--- src/rtl/poc_chain_bist_if.sv ---
// Bus bundle between the chain BIST driver and its environment.
// slave = BIST driver side, master = environment/test side.
interface poc_chain_bist_if;
  logic        start_i;
  logic        y_i;
  logic [5:0]  a_o;
  logic [5:0]  b_o;
  logic        busy_o;
  logic        done_o;
  logic        pass_o;
  logic [15:0] sig_o;

  modport slave (
    input  start_i,
    input  y_i,
    output a_o,
    output b_o,
    output busy_o,
    output done_o,
    output pass_o,
    output sig_o
  );

  modport master (
    output start_i,
    output y_i,
    input  a_o,
    input  b_o,
    input  busy_o,
    input  done_o,
    input  pass_o,
    input  sig_o
  );
endinterface

--- src/rtl/poc_chain_bist.sv ---
// LFSR pattern driver and MISR compactor for the AND/OR carry chain.
// Optional golden compare enabled by POC_BIST_GOLDEN_CHECK_EN.
module poc_chain_bist #(
  parameter int unsigned NUM_PATTERNS = 256,
  parameter int unsigned DRAIN_CYCLES = 4,
  parameter logic [11:0] LFSR_SEED    = 12'hACE,
  parameter logic [15:0] GOLDEN_SIG   = 16'h0000
) (
  input  logic            clk,
  input  logic            rst,
  poc_chain_bist_if.slave bus
);

  localparam logic [15:0] RUN_LAST   = 16'(NUM_PATTERNS - 1);
  localparam logic [15:0] DRAIN_LAST = 16'(DRAIN_CYCLES - 1);
  localparam logic [15:0] MISR_INIT  = 16'hFFFF;
  localparam logic [15:0] MISR_POLY  = 16'h1021;

  typedef enum logic [1:0] {
    IDLE,
    RUN,
    DRAIN,
    DONE
  } state_t;

  state_t      state_q;
  state_t      state_d;
  logic [11:0] lfsr;
  logic [11:0] lfsr_next;
  logic [15:0] cnt;
  logic [15:0] sig;
  logic [15:0] sig_next;
  logic [5:0]  a;
  logic [5:0]  b;
  logic        run_last;
  logic        drain_last;
  logic        launch;

  assign lfsr_next = {lfsr[10:0],
                      lfsr[11] ^ lfsr[5] ^ lfsr[3] ^ lfsr[0]};

  assign sig_next = {sig[14:0], 1'b0}
                  ^ (sig[15] ? MISR_POLY : 16'h0000)
                  ^ {15'b0, bus.y_i};

  assign run_last   = (cnt == RUN_LAST);
  assign drain_last = (cnt == DRAIN_LAST);

  // Start is only accepted when no run is in flight.
  assign launch = bus.start_i &&
                  ((state_q == IDLE) || (state_q == DONE));

  // State register.
  always_ff @(posedge clk or posedge rst) begin
    if (rst) begin
      state_q <= IDLE;
    end else begin
      state_q <= state_d;
    end
  end

  // Next-state decode.
  always_comb begin
    state_d = state_q;
    unique case (state_q)
      IDLE:  if (launch)     state_d = RUN;
      RUN:   if (run_last)   state_d = DRAIN;
      DRAIN: if (drain_last) state_d = DONE;
      DONE:  if (launch)     state_d = RUN;
    endcase
  end

  // Pattern generation, phase counting and signature compaction.
  always_ff @(posedge clk or posedge rst) begin
    if (rst) begin
      lfsr <= LFSR_SEED;
      cnt  <= '0;
      sig  <= MISR_INIT;
      a    <= '0;
      b    <= '0;
    end else begin
      unique case (state_q)
        IDLE, DONE: begin
          if (launch) begin
            lfsr <= LFSR_SEED;
            cnt  <= '0;
            sig  <= MISR_INIT;
            a    <= LFSR_SEED[11:6];
            b    <= LFSR_SEED[5:0];
          end
        end
        RUN: begin
          lfsr <= lfsr_next;
          sig  <= sig_next;
          if (run_last) begin
            cnt <= '0;
            a   <= '0;
            b   <= '0;
          end else begin
            cnt <= cnt + 16'd1;
            a   <= lfsr_next[11:6];
            b   <= lfsr_next[5:0];
          end
        end
        DRAIN: begin
          sig <= sig_next;
          cnt <= cnt + 16'd1;
        end
      endcase
    end
  end

`ifdef POC_BIST_GOLDEN_CHECK_EN
  logic pass_q;

  // Compare the final signature (including the last drain sample).
  always_ff @(posedge clk or posedge rst) begin
    if (rst) begin
      pass_q <= 1'b0;
    end else if (launch) begin
      pass_q <= 1'b0;
    end else if ((state_q == DRAIN) && drain_last) begin
      pass_q <= (sig_next == GOLDEN_SIG);
    end
  end

  assign bus.pass_o = pass_q;
`else
  logic unused_golden;

  assign unused_golden = ^GOLDEN_SIG;
  assign bus.pass_o    = 1'b0;
`endif

  assign bus.a_o    = a;
  assign bus.b_o    = b;
  assign bus.busy_o = (state_q == RUN) || (state_q == DRAIN);
  assign bus.done_o = (state_q == DONE);
  assign bus.sig_o  = sig;

endmodule

--- src/flat_wrapper.sv ---
// flat-port wrapper written by rule: the top's interface ports become plain ports
module poc_chain_bist_flat 
#(
  parameter int unsigned NUM_PATTERNS = 256,
  parameter int unsigned DRAIN_CYCLES = 4,
  parameter logic [11:0] LFSR_SEED    = 12'hACE,
  parameter logic [15:0] GOLDEN_SIG   = 16'h0000
)
  (clk, rst, bus_start_i, bus_y_i, bus_a_o, bus_b_o, bus_busy_o, bus_done_o, bus_pass_o, bus_sig_o);
  poc_chain_bist_if bus_i ();
  input  logic clk;
  input  logic rst;
  input wire logic [$bits(bus_i.start_i)-1:0] bus_start_i;
  input wire logic [$bits(bus_i.y_i)-1:0] bus_y_i;
  output wire logic [$bits(bus_i.a_o)-1:0] bus_a_o;
  output wire logic [$bits(bus_i.b_o)-1:0] bus_b_o;
  output wire logic [$bits(bus_i.busy_o)-1:0] bus_busy_o;
  output wire logic [$bits(bus_i.done_o)-1:0] bus_done_o;
  output wire logic [$bits(bus_i.pass_o)-1:0] bus_pass_o;
  output wire logic [$bits(bus_i.sig_o)-1:0] bus_sig_o;
  assign bus_i.start_i = bus_start_i;
  assign bus_i.y_i = bus_y_i;
  assign bus_a_o = bus_i.a_o;
  assign bus_b_o = bus_i.b_o;
  assign bus_busy_o = bus_i.busy_o;
  assign bus_done_o = bus_i.done_o;
  assign bus_pass_o = bus_i.pass_o;
  assign bus_sig_o = bus_i.sig_o;
  poc_chain_bist #(.NUM_PATTERNS(NUM_PATTERNS), .DRAIN_CYCLES(DRAIN_CYCLES), .LFSR_SEED(LFSR_SEED), .GOLDEN_SIG(GOLDEN_SIG)) u_core (.clk(clk), .rst(rst), .bus(bus_i));
endmodule
--- config.mk ---
export PLATFORM = sky130hd
export DESIGN_NAME = poc_chain_bist_flat
export DESIGN_NICKNAME = d
export VERILOG_FILES = /design/src/rtl/poc_chain_bist_if.sv /design/src/rtl/poc_chain_bist.sv /design/src/flat_wrapper.sv
export SDC_FILE = /design/constraint.sdc
export NUM_CORES = 1
export LEC_CHECK = 0
export ABC_AREA = 0
export BUFFER_PORTS_ARGS = -buffer_cell sky130_fd_sc_hd__buf_2
export CORE_ASPECT_RATIO = 0.5
export CORE_MARGIN = 2
export CORE_UTILIZATION = 40
export CTS_CLUSTER_SIZE = 25
export DETAILED_ROUTE_END_ITERATION = 8
export SETUP_SLACK_MARGIN = 0.2
export SLEW_MARGIN = 25
export SYNTH_ARGS = -nofsm -noshare
export SYNTH_HDL_FRONTEND = slang
export SYNTH_SLANG_ARGS = --single-unit
--- constraint.sdc ---
create_clock -name clk -period 2.2 [get_ports clk]
set_input_delay 0.22 -clock clk [delete_from_list [all_inputs] [get_ports clk]]
set_output_delay 0.22 -clock clk [all_outputs]
set_load 0.02 [all_outputs]
==> impl_metrics.csv <==
group,metric,value,unit
run_status,outcome,"completed",
power,ir_worst_vdd,0.000703,V
clocking,cts_tree,"done",
timing,fin_crit_sh,85.2,%
route,totalWireLength,5850,µm
yosys,yosysWarnings,0,
critical_path,critPathLaunchType,"register",
critical_path,crit_path_end_kind,"register",
yosys,synth_seq_cells,58,
critical_path,rrSetupSlack,0.33,ns
timing,rsz0062_at_grt,"true",
hold_path,min_to,"u_core.bus.sig_o[0]$_DFFE_PP1P_",
timing,drv_slew,0,
timing,max_slew_margin,60.6,%
route,routed_via_density,5.11,
timing,tightest_slew,0.590,ns
die,core-area,0.00670,mm²
yosys,synth.most_common_cell,"nor2_1",
timing,clock.fmax,534,MHz
die,start_util,41.5,%
placement,gp_congestion,0.765,
yosys,synth_cell_types,44,
clocking,post_cts_buffers,0,
route,drc,0,
critical_path,rr_startpoint,"u_core.cnt[0]$_DFFE_PP0P_",
clocking,root_buffer,"clkbuf_16",
critical_path,required,2.45,ns
yosys,synth_commonest_cells,"nor2_1, dfrtp_1, a21oi_1",
route,drt-pass1-iter-count,4,
critical_path,reg2reg_to,"u_core.cnt[14]$_DFFE_PP0P_",
global_routing,grt_pass1_vias,1969,
layout,drive_above_1_share,28.8,%
route,ant_nets,0,
placement,portBuffers,33,
route,wl_per_cell,13.8,µm
hold_path,hp-class,"in -> reg",
layout,nNetsFinal,337,
timing,fin_setup_tns,0,ns
layout,area_delta_synth_final,22.5,%
yosys,synthesis.nets,301,
die,die_area,0.00767,mm²
clocking,clock_latency,0.33,ns
yosys,synth-edff-count,0,
hold_path,hold_start,"bus_y_i",
power,total_power,5.66,mW
die,fp.dieW,122,µm
yosys,synthDominantAreaCellType,"dfrtp_1",
global_routing,grt_usage,16.9,%
global_routing,antenna_found_initial,0,
hold_path,holdPathStages,4,
timing,hold_viol_final,0,
yosys,synth_top_cell_area_share,31.5,%
clocking,cts.sinks,58,
yosys,syn_area,0.00278,mm²
yosys,syn_area_per_cell,9.52,µm²
critical_path,crit_fanout,12,
timing,skew,0.00533,ns
global_routing,grt_pass1_wl,9780,µm
placement,dp_hpwl,3950,µm
yosys,synth-main-ff-cell,"dfrtp_1",
die,rows,21,
critical_path,critPathArrivalTime,2.12,ns
route,num_vias,2172,
timing,setup_viol,0,
die,die_h,63.0,µm
yosys,synthTopCellsByArea,"dfrtp_1, dfstp_2, nor2_1",
yosys,synth_seq_area_share,53.2,%
route,first_iter_violations,136,
die,pin_count,35,
global_routing,overflow,0,
power,leakage,1.44,nW
clocking,cts_buffers,9,
global_routing,grt_max_degree,33,
flow_run,drv_cap,0,
layout,num_antenna_cells,0,
critical_path,reg2reg_depth,7,
clocking,clk_path_buf_depth,2,
clocking,htreeDepth,3,
power,powerDensity,1660,mW/mm²
critical_path,criticalPathCategory,"reg -> reg",
yosys,async_reset_ff_share,100,%
clocking,clk_pin_slew,0.05,ns
yosys,synthCells,292,
timing,whs,0.148,ns
timing,period_needed,1.87,ns
[layout make-up]
cell class	count	area (µm²)
clock buffer	11	243
multi-input combinational	204	1190
inverter	12	45.0
fill	638	3290
timing repair buffer	43	255
sequential	58	1480
tap	92	115
clock inverter	5	77.6
[worst max path at each step]
stage | startpoint | end | slack (ns) | cells after the start
4_1_cts | u_core.cnt[0]$_DFFE_PP0P_ | u_core.state_q[1]$_DFFE_PP0P_ | 0.30 | 7
3_3_place_gp | u_core.cnt[0]$_DFFE_PP0P_ | u_core.state_q[1]$_DFFE_PP0P_ | 0.34 | 7
6_report | u_core.cnt[0]$_DFFE_PP0P_ | u_core.cnt[14]$_DFFE_PP0P_ | 0.33 | 7
3_5_place_dp | u_core.state_q[0]$_DFFE_PP0P_ | u_core.cnt[14]$_DFFE_PP0P_ | 0.30 | 7
5_1_grt | u_core.cnt[0]$_DFFE_PP0P_ | u_core.cnt[14]$_DFFE_PP0P_ | 0.20 | 7
2_1_floorplan | u_core.state_q[0]$_DFFE_PP0P_ | u_core.cnt[3]$_DFFE_PP0P_ | 0.26 | 8
[power by group]
part,switching (mW),total [mW],internal (mW)
Combinational,1.52,2.36,0.843
Sequential,0.259,1.82,1.56
Clock,0.462,1.48,1.02
[what timing repair did]
item | in CTS | in global routing
endpoints found under the hold margin | 11 | 0
setup endpoints to repair | 0 | 14
hold buffers | 1 | 0
resized for setup | 0 | 4
[flip-flops by register name, indices dropped and copies added (netlist names)]
| register | flops |
|---|---|
| u_core.bus.b_o | 6 |
| u_core.lfsr | 12 |
| u_core.bus.a_o | 6 |
| u_core.bus.sig_o | 16 |
| u_core.state_q | 2 |
| u_core.cnt | 16 |
[critical path, stage by stage (launching register included)]
cell	delay (ns)
dfrtp_1	0.42
ha_1	0.27
nand3_2	0.14
nand4bb_4	0.16
a31oi_1	0.09
buf_4	0.19
or3_1	0.35
a21oi_1	0.17
[routing by layer]
layer	track usage (%)	wire, µm	vias to the layer above
li1	-	-	1082
met1	22.1	2810	1036
met2	25.1	2630	47
met3	7.48	350	7
met4	5.60	66	0
met5	0	0	-
[cell families (layout without fill, tap and decap cells)]
logic type	Yosys count	after routing	synth area share, %
DFF	58	58	53.2
adders and majority gates	5	5	2.25
muxes	1	1	0.360
other	1	1	0.135
and+or+nand+nor	117	117	20.8
AOI/OAI and AO/OA	72	72	15.9
buffers and inverters	30	71	4.73
xor gates and xnor gates	8	8	2.52
[cell usage in the layout (no fill, tap or decap), types with 6 or more instances in the layout]
master / Yosys / routed
nor2_1: 53 / 53
o21ai_0: 13 / 13
a21oi_1: 27 / 27
or3_1: 8 / 8
nand3_1: 9 / 9
dfstp_2: 23 / 23
inv_1: 12 / 10
a22o_1: 6 / 6
dfrtp_1: 35 / 35
nand2_1: 20 / 20
buf_2: 6 / 33
a31oi_1: 13 / 13
clkbuf_16: 0 / 9
buf_4: 3 / 8
[per-stage QoR]
step	setup WS [ns]	std cells	utilization, %	instance area (µm²)
global placement	0.342	408	45.6	3050
CTS	0.296	425	50.5	3380
detailed placement	0.296	408	45.6	3050
floorplan	0.257	292	-	2780
global route	0.199	425	50.8	3410
finish	0.326	425	50.8	3410
(Power assumes the default switching activity.)
